<file path="config.mk">
export PLATFORM = sky130hd
export DESIGN_NAME = wb_retire_unit
export DESIGN_NICKNAME = d
export VERILOG_FILES = /design/src/rtl/wb_retire_unit.sv
export SDC_FILE = /design/constraint.sdc
export NUM_CORES = 1
export LEC_CHECK = 0
export ABC_CLOCK_PERIOD_IN_PS = 4180
export CAP_MARGIN = 20
export CORE_AREA = 8 8 213 215
export DETAILED_ROUTE_END_ITERATION = 7
export DIE_AREA = 0 0 221 223
export PLACE_DENSITY_LB_ADDON = 0.12
export SYNTH_ARGS = -nofsm -noshare
export SYNTH_HDL_FRONTEND = slang
export SYNTH_SLANG_ARGS = --single-unit
</file>
<file path="constraint.sdc">
create_clock -name clk -period 4.18 [get_ports clk]
set_input_delay 0.836 -clock clk [delete_from_list [all_inputs] [get_ports clk]]
set_output_delay 0.836 -clock clk [all_outputs]
set_load 0.1 [all_outputs]
</file>
<file path="src/rtl/wb_retire_unit.sv">
// wb_retire_unit: multi-lane registered writeback / retire stage.
// Retires up to LANES instructions per cycle in program order (lane 0 oldest),
// squashes everything from the oldest excepting lane upward, drops shadowed
// same-rd writes, holds a precise trap until trap_ack, and counts retirements.
// Ports:
//   clk, resetn                 clock, synchronous active-low reset
//   stall, flush                downstream stall / discard incoming group
//   in_valid, rd_in, reg_write_enable_in, writeback_data_in   per-lane group
//   exception_occurred_in, exception_pc_in, exception_cause_in per-lane trap info
//   trap_ack                    trap unit consumed the held exception
//   in_ready                    group accepted this cycle (when !flush)
//   regfile_rd/wd/we            registered register-file write port per lane
//   exception_out/pc_out/cause_out  held precise trap
//   instret_out                 64-bit retired instruction count (wraps)

// Per-lane write decision: a lane writes unless it is dead, targets x0, or a
// younger live lane in the same group overwrites the same register.
module wb_retire_lane #(
  parameter int K     = 0,
  parameter int LANES = 2
) (
  input  logic [LANES-1:0]      live,
  input  logic [LANES-1:0]      wen,
  input  logic [LANES-1:0][4:0] rd,
  output logic                  wr
);
  always_comb begin
    wr = live[K] && wen[K] && (rd[K] != 5'd0);
    for (int j = K + 1; j < LANES; j++)
      if (live[j] && wen[j] && (rd[j] == rd[K])) wr = 1'b0;
  end
endmodule

module wb_retire_unit #(
  parameter int XLEN    = 64,
  parameter int LANES   = 2,
  parameter int CAUSE_W = 4
) (
  input  logic                     clk,
  input  logic                     resetn,
  input  logic                     stall,
  input  logic                     flush,
  input  logic [LANES-1:0]         in_valid,
  input  logic [5*LANES-1:0]       rd_in,
  input  logic [LANES-1:0]         reg_write_enable_in,
  input  logic [XLEN*LANES-1:0]    writeback_data_in,
  input  logic [LANES-1:0]         exception_occurred_in,
  input  logic [XLEN*LANES-1:0]    exception_pc_in,
  input  logic [CAUSE_W*LANES-1:0] exception_cause_in,
  input  logic                     trap_ack,
  output logic                     in_ready,
  output logic [5*LANES-1:0]       regfile_rd,
  output logic [XLEN*LANES-1:0]    regfile_wd,
  output logic [LANES-1:0]         regfile_we,
  output logic                     exception_out,
  output logic [XLEN-1:0]          exception_pc_out,
  output logic [CAUSE_W-1:0]       exception_cause_out,
  output logic [63:0]              instret_out
);
  typedef enum logic {IDLE, TRAP} state_t;
  state_t state_q, state_d;

  // Packed views: lane k sits at the k-th slice of each flat bus.
  logic [LANES-1:0][4:0]         rd_arr;
  logic [LANES-1:0][XLEN-1:0]    pc_arr;
  logic [LANES-1:0][CAUSE_W-1:0] cause_arr;
  assign rd_arr    = rd_in;
  assign pc_arr    = exception_pc_in;
  assign cause_arr = exception_cause_in;

  logic [LANES-1:0] exc_v, squash, live, wr;
  logic             has_exc, accept;
  logic [XLEN-1:0]    sel_pc;
  logic [CAUSE_W-1:0] sel_cause;
  logic [63:0]        n_ret;

  assign exc_v   = in_valid & exception_occurred_in;
  assign has_exc = |exc_v;
  assign live    = in_valid & ~squash;

  assign in_ready = resetn && (state_q == IDLE) && !stall;
  assign accept   = in_ready && !flush;

  // Squash mask is a prefix-OR of valid exceptions from lane 0 upward.
  always_comb begin
    logic seen;
    seen   = 1'b0;
    squash = '0;
    for (int k = 0; k < LANES; k++) begin
      seen      = seen | exc_v[k];
      squash[k] = seen;
    end
  end

  // Scan high-to-low so the oldest excepting lane is the last assignment.
  always_comb begin
    sel_pc    = '0;
    sel_cause = '0;
    for (int k = LANES - 1; k >= 0; k--)
      if (exc_v[k]) begin
        sel_pc    = pc_arr[k];
        sel_cause = cause_arr[k];
      end
  end

  // Every live lane retires, with or without a register write.
  always_comb begin
    n_ret = '0;
    for (int k = 0; k < LANES; k++) n_ret = n_ret + 64'(live[k]);
  end

  genvar g;
  for (g = 0; g < LANES; g++) begin : g_lane
    wb_retire_lane #(.K(g), .LANES(LANES)) u_lane (
      .live (live),
      .wen  (reg_write_enable_in),
      .rd   (rd_arr),
      .wr   (wr[g])
    );
  end

  always_comb begin
    state_d = state_q;
    case (state_q)
      IDLE:    if (accept && has_exc) state_d = TRAP;
      TRAP:    if (trap_ack)          state_d = IDLE;
      default: state_d = IDLE;
    endcase
  end

  always_ff @(posedge clk) begin
    if (!resetn) begin
      state_q             <= IDLE;
      regfile_rd          <= '0;
      regfile_wd          <= '0;
      regfile_we          <= '0;
      exception_out       <= 1'b0;
      exception_pc_out    <= '0;
      exception_cause_out <= '0;
      instret_out         <= '0;
    end else begin
      state_q <= state_d;
      // Non-accepting cycles load a bubble.
      regfile_we <= accept ? wr                : '0;
      regfile_rd <= accept ? rd_in             : '0;
      regfile_wd <= accept ? writeback_data_in : '0;
      if (accept) instret_out <= instret_out + n_ret;
      if (accept && has_exc) begin
        exception_out       <= 1'b1;
        exception_pc_out    <= sel_pc;
        exception_cause_out <= sel_cause;
      end else if (state_q == TRAP && trap_ack) begin
        exception_out       <= 1'b0;
        exception_pc_out    <= '0;
        exception_cause_out <= '0;
      end
    end
  end
endmodule

</file>
==> impl_metrics.json <==
{
  "first_pass_iters": 4,
  "cap_violations": 0,
  "die_area_mm2": 0.0493,
  "finalWirelength_um": 48500,
  "die-width_um": 221,
  "dp.final_hpwl_um": 38800,
  "cts_hold_buf": 0,
  "p_per_area_mw_per_mm2": 390,
  "grtUsageMet3": 0.0901,
  "tightest_slew_ns": 1.17,
  "hold_class": "register to register",
  "net-switching-power_mw": 1.84,
  "numCtsBuffers": 35,
  "yosys-top-cells-area": "dfxtp_1, and2_1, mux2i_1, o21ai_0, nand2_1",
  "h-tree-depth": 2,
  "clock_path_buffers": 3,
  "cts.sinks": 274,
  "routedWlPerCell_um": 22.8,
  "grt_pass1_wl_um": 68400,
  "port_buffers": 558,
  "cp_max_fo": 11,
  "synth_edf_count": 0,
  "antenna_found_initial": 3,
  "setup_slack_ns": 0.696,
  "globalRouteTotalUtil": 0.189,
  "ys_warn_count": 0,
  "ys_seq_area_frac": 0.561,
  "grtUsageMet2": 0.334,
  "postSynthAreaPerCell_um2": 9.83,
  "fill_cells": 4210,
  "antenna_cells": 0,
  "synth_fa_ha_area_frac": 0.00333,
  "ctsResizeCount": 0,
  "slew_violations": 0,
  "grt-ovfl-total": 0,
  "die_y_um": 223,
  "min_period_ns": 3.48,
  "setup_violations": 0,
  "finalInstanceArea_mm2": 0.0171,
  "layout.nets": 1840,
  "io_pins": 559,
  "post-route-util": 0.405,
  "synth-simple-area-share": 0.238,
  "worstSetupPathType": "primary input to register",
  "cts_tree": "yes",
  "cellInternalPower_mw": 4.84,
  "sw_frac_of_total": 0.276,
  "start_util": 0.231,
  "clk_latency_ns": 0.54,
  "synth.top_cell.area_share": 0.561,
  "synth_area_leader_cell": "dfxtp_1",
  "hold_viol": 0,
  "synth_area_mm2": 0.00977,
  "crit_arrival_ns": 3.92,
  "synth-seq-cells": 274,
  "vias_per_cell": 4.35,
  "core_area_mm2": 0.0423,
  "yosys-top-cells-count": "dfxtp_1, and2_1, nand2_1",
  "place_ws_ns": 0.163,
  "route.detailed.drc": 0,
  "crit_path_end_kind": "register",
  "place_area_mm2": 0.0160,
  "synth_cell_types": 45,
  "ant_nets": 0,
  "synthCells": 994,
  "pwr-share-comb": 0.155,
  "gp_congestion": 0.853,
  "async_reset_ff_frac": 0,
  "grt_util_met1": 0.204,
  "startpoint_type": "primary input",
  "post_cts_buffers": 0,
  "ys.flop_type": "dfxtp_1",
  "drive_gt1_frac": 0.0646,
  "status": "completed",
  "muxShareOfSynthArea": 0.0512,
  "critPathRequiredTime_ns": 4.62,
  "syn_nets": 1281,
  "relSlewSlack": 0.221,
  "drtIter0Drc": 553,
  "synth_compound_area_frac": 0.0884,
  "grt_max_degree": 87,
  "synthXorXnorAreaFrac": 0.0341,
  "p_leak_nw": 6.25,
  "yosysMostFrequentCell": "dfxtp_1",
  "ir_drop_v": 0.000235,
  "top_usage_layer": "met2",
  "grt_pass1_vias": 9384,
  "cts_root_buffer": "clkbuf_16",
  "synth_top_family_by_area": "simple AND/OR/NAND/NOR gates",
  "finClkSkew_ns": 0.0233,
  "max_freq_mhz": 287,
  "rows": 76,
  "holdWs_ns": 0.447,
  "setup_tns_ns": 0,
  "num_vias": 9235,
  "rsz0062_at_grt": "false",
  "finalCritPeriodShare": 0.833,
  "cts.clk_slew.worst_paths_ns": 0.06,
  "seq_power_share": 0.403,
  "p_clk_frac": 0.442,
  "area_delta_synth_final_pct": 75.3
}
[worst paths after layout]
kind                            start  slack, ns              endpoint  cells after the start
max          exception_occurred_in[0]       0.70       instret_out[54]                     11
min              exception_pc_out[41]       0.45  exception_pc_out[41]                      2
max reg2reg           instret_out[15]       1.38       instret_out[57]                      5
min reg2reg      exception_pc_out[41]       0.45  exception_pc_out[41]                      2
[through the flow]
step           std cells  total power, mW
5_1_grt             2124             6.93
3_3_place_gp        2058             3.79
4_1_cts             2124             6.80
6_report            2124             6.68
3_5_place_dp        2062             3.80
2_1_floorplan        994             3.32
[sequential cells by signal, summed over array words and instances, names as in the netlist]
register / count
exception_pc_out: 64
exception_cause_out: 4
regfile_rd: 10
exception_out: 1
regfile_we: 2
state_q: 1
instret_out: 64
regfile_wd: 128
[area by class of cell]
cell class                 count  area [µm²]  area share
inverter                       5        18.8     0.00110
clock inverter                10        82.6     0.00482
multi-input combinational    660        4070       0.238
timing repair buffer         577        5760       0.336
tap                          546         683      0.0399
sequential                   274        5490       0.320
clock buffer                  52        1030      0.0603
[critical path, stage by stage]
cell and delay (ns):
clkdlybuf4s50_1 0.43, and2_4 0.19, nor3b_1 0.32, fa_1 0.32, ha_1 0.19, nand3_1 0.10
or3_4 0.36, or4_4 0.49, buf_4 0.19, or3_1 0.34, a21oi_1 0.15
[metal layers]
layer,up-vias,share of wire
met4,4,0.015
met3,48,0.096
met5,-,0.00066
li1,4526,-
met2,302,0.50
met1,4355,0.39
[power groups by stage]
stage	sequential (mW)	combinational (mW)	clock [mW]
after CTS	2.69	1.05	3.05
after floorplan	3.18	0.141	0
after global routing	2.70	1.08	3.15
after global placement	2.75	1.04	0
after detailed placement	2.75	1.05	0
final	2.69	1.04	2.95
[layout by cell type (no fill, tap or decap), drive strengths merged, types with 3 or more instances in the layout]
cell type,instances
nor2,64
clkdlybuf4s50,542
xor2,26
inv,5
a22oi,19
nand4,36
o21ai,77
nor4,11
clkinv,9
and3,8
nand2,85
nor3,9
o211ai,3
nand3,26
and2,145
and4,5
a22o,15
a21oi,27
or3,21
mux2i,50
buf,35
or4,5
xnor2,12
dfxtp,274
clkbuf,52
o31ai,4
[kinds of logic (layout without fill, tap and decap cells)]
family	after synthesis	count (layout)
flip-flops	274	274
AND/OR/NAND/NOR	423	423
multiplexers	50	50
adder cells (fa/ha/maj)	2	2
AO/OA/AOI/OAI	147	147
buffers and inverters	60	644
XOR/XNOR	38	38
No activity file was read; power rests on OpenSTA's default activity.
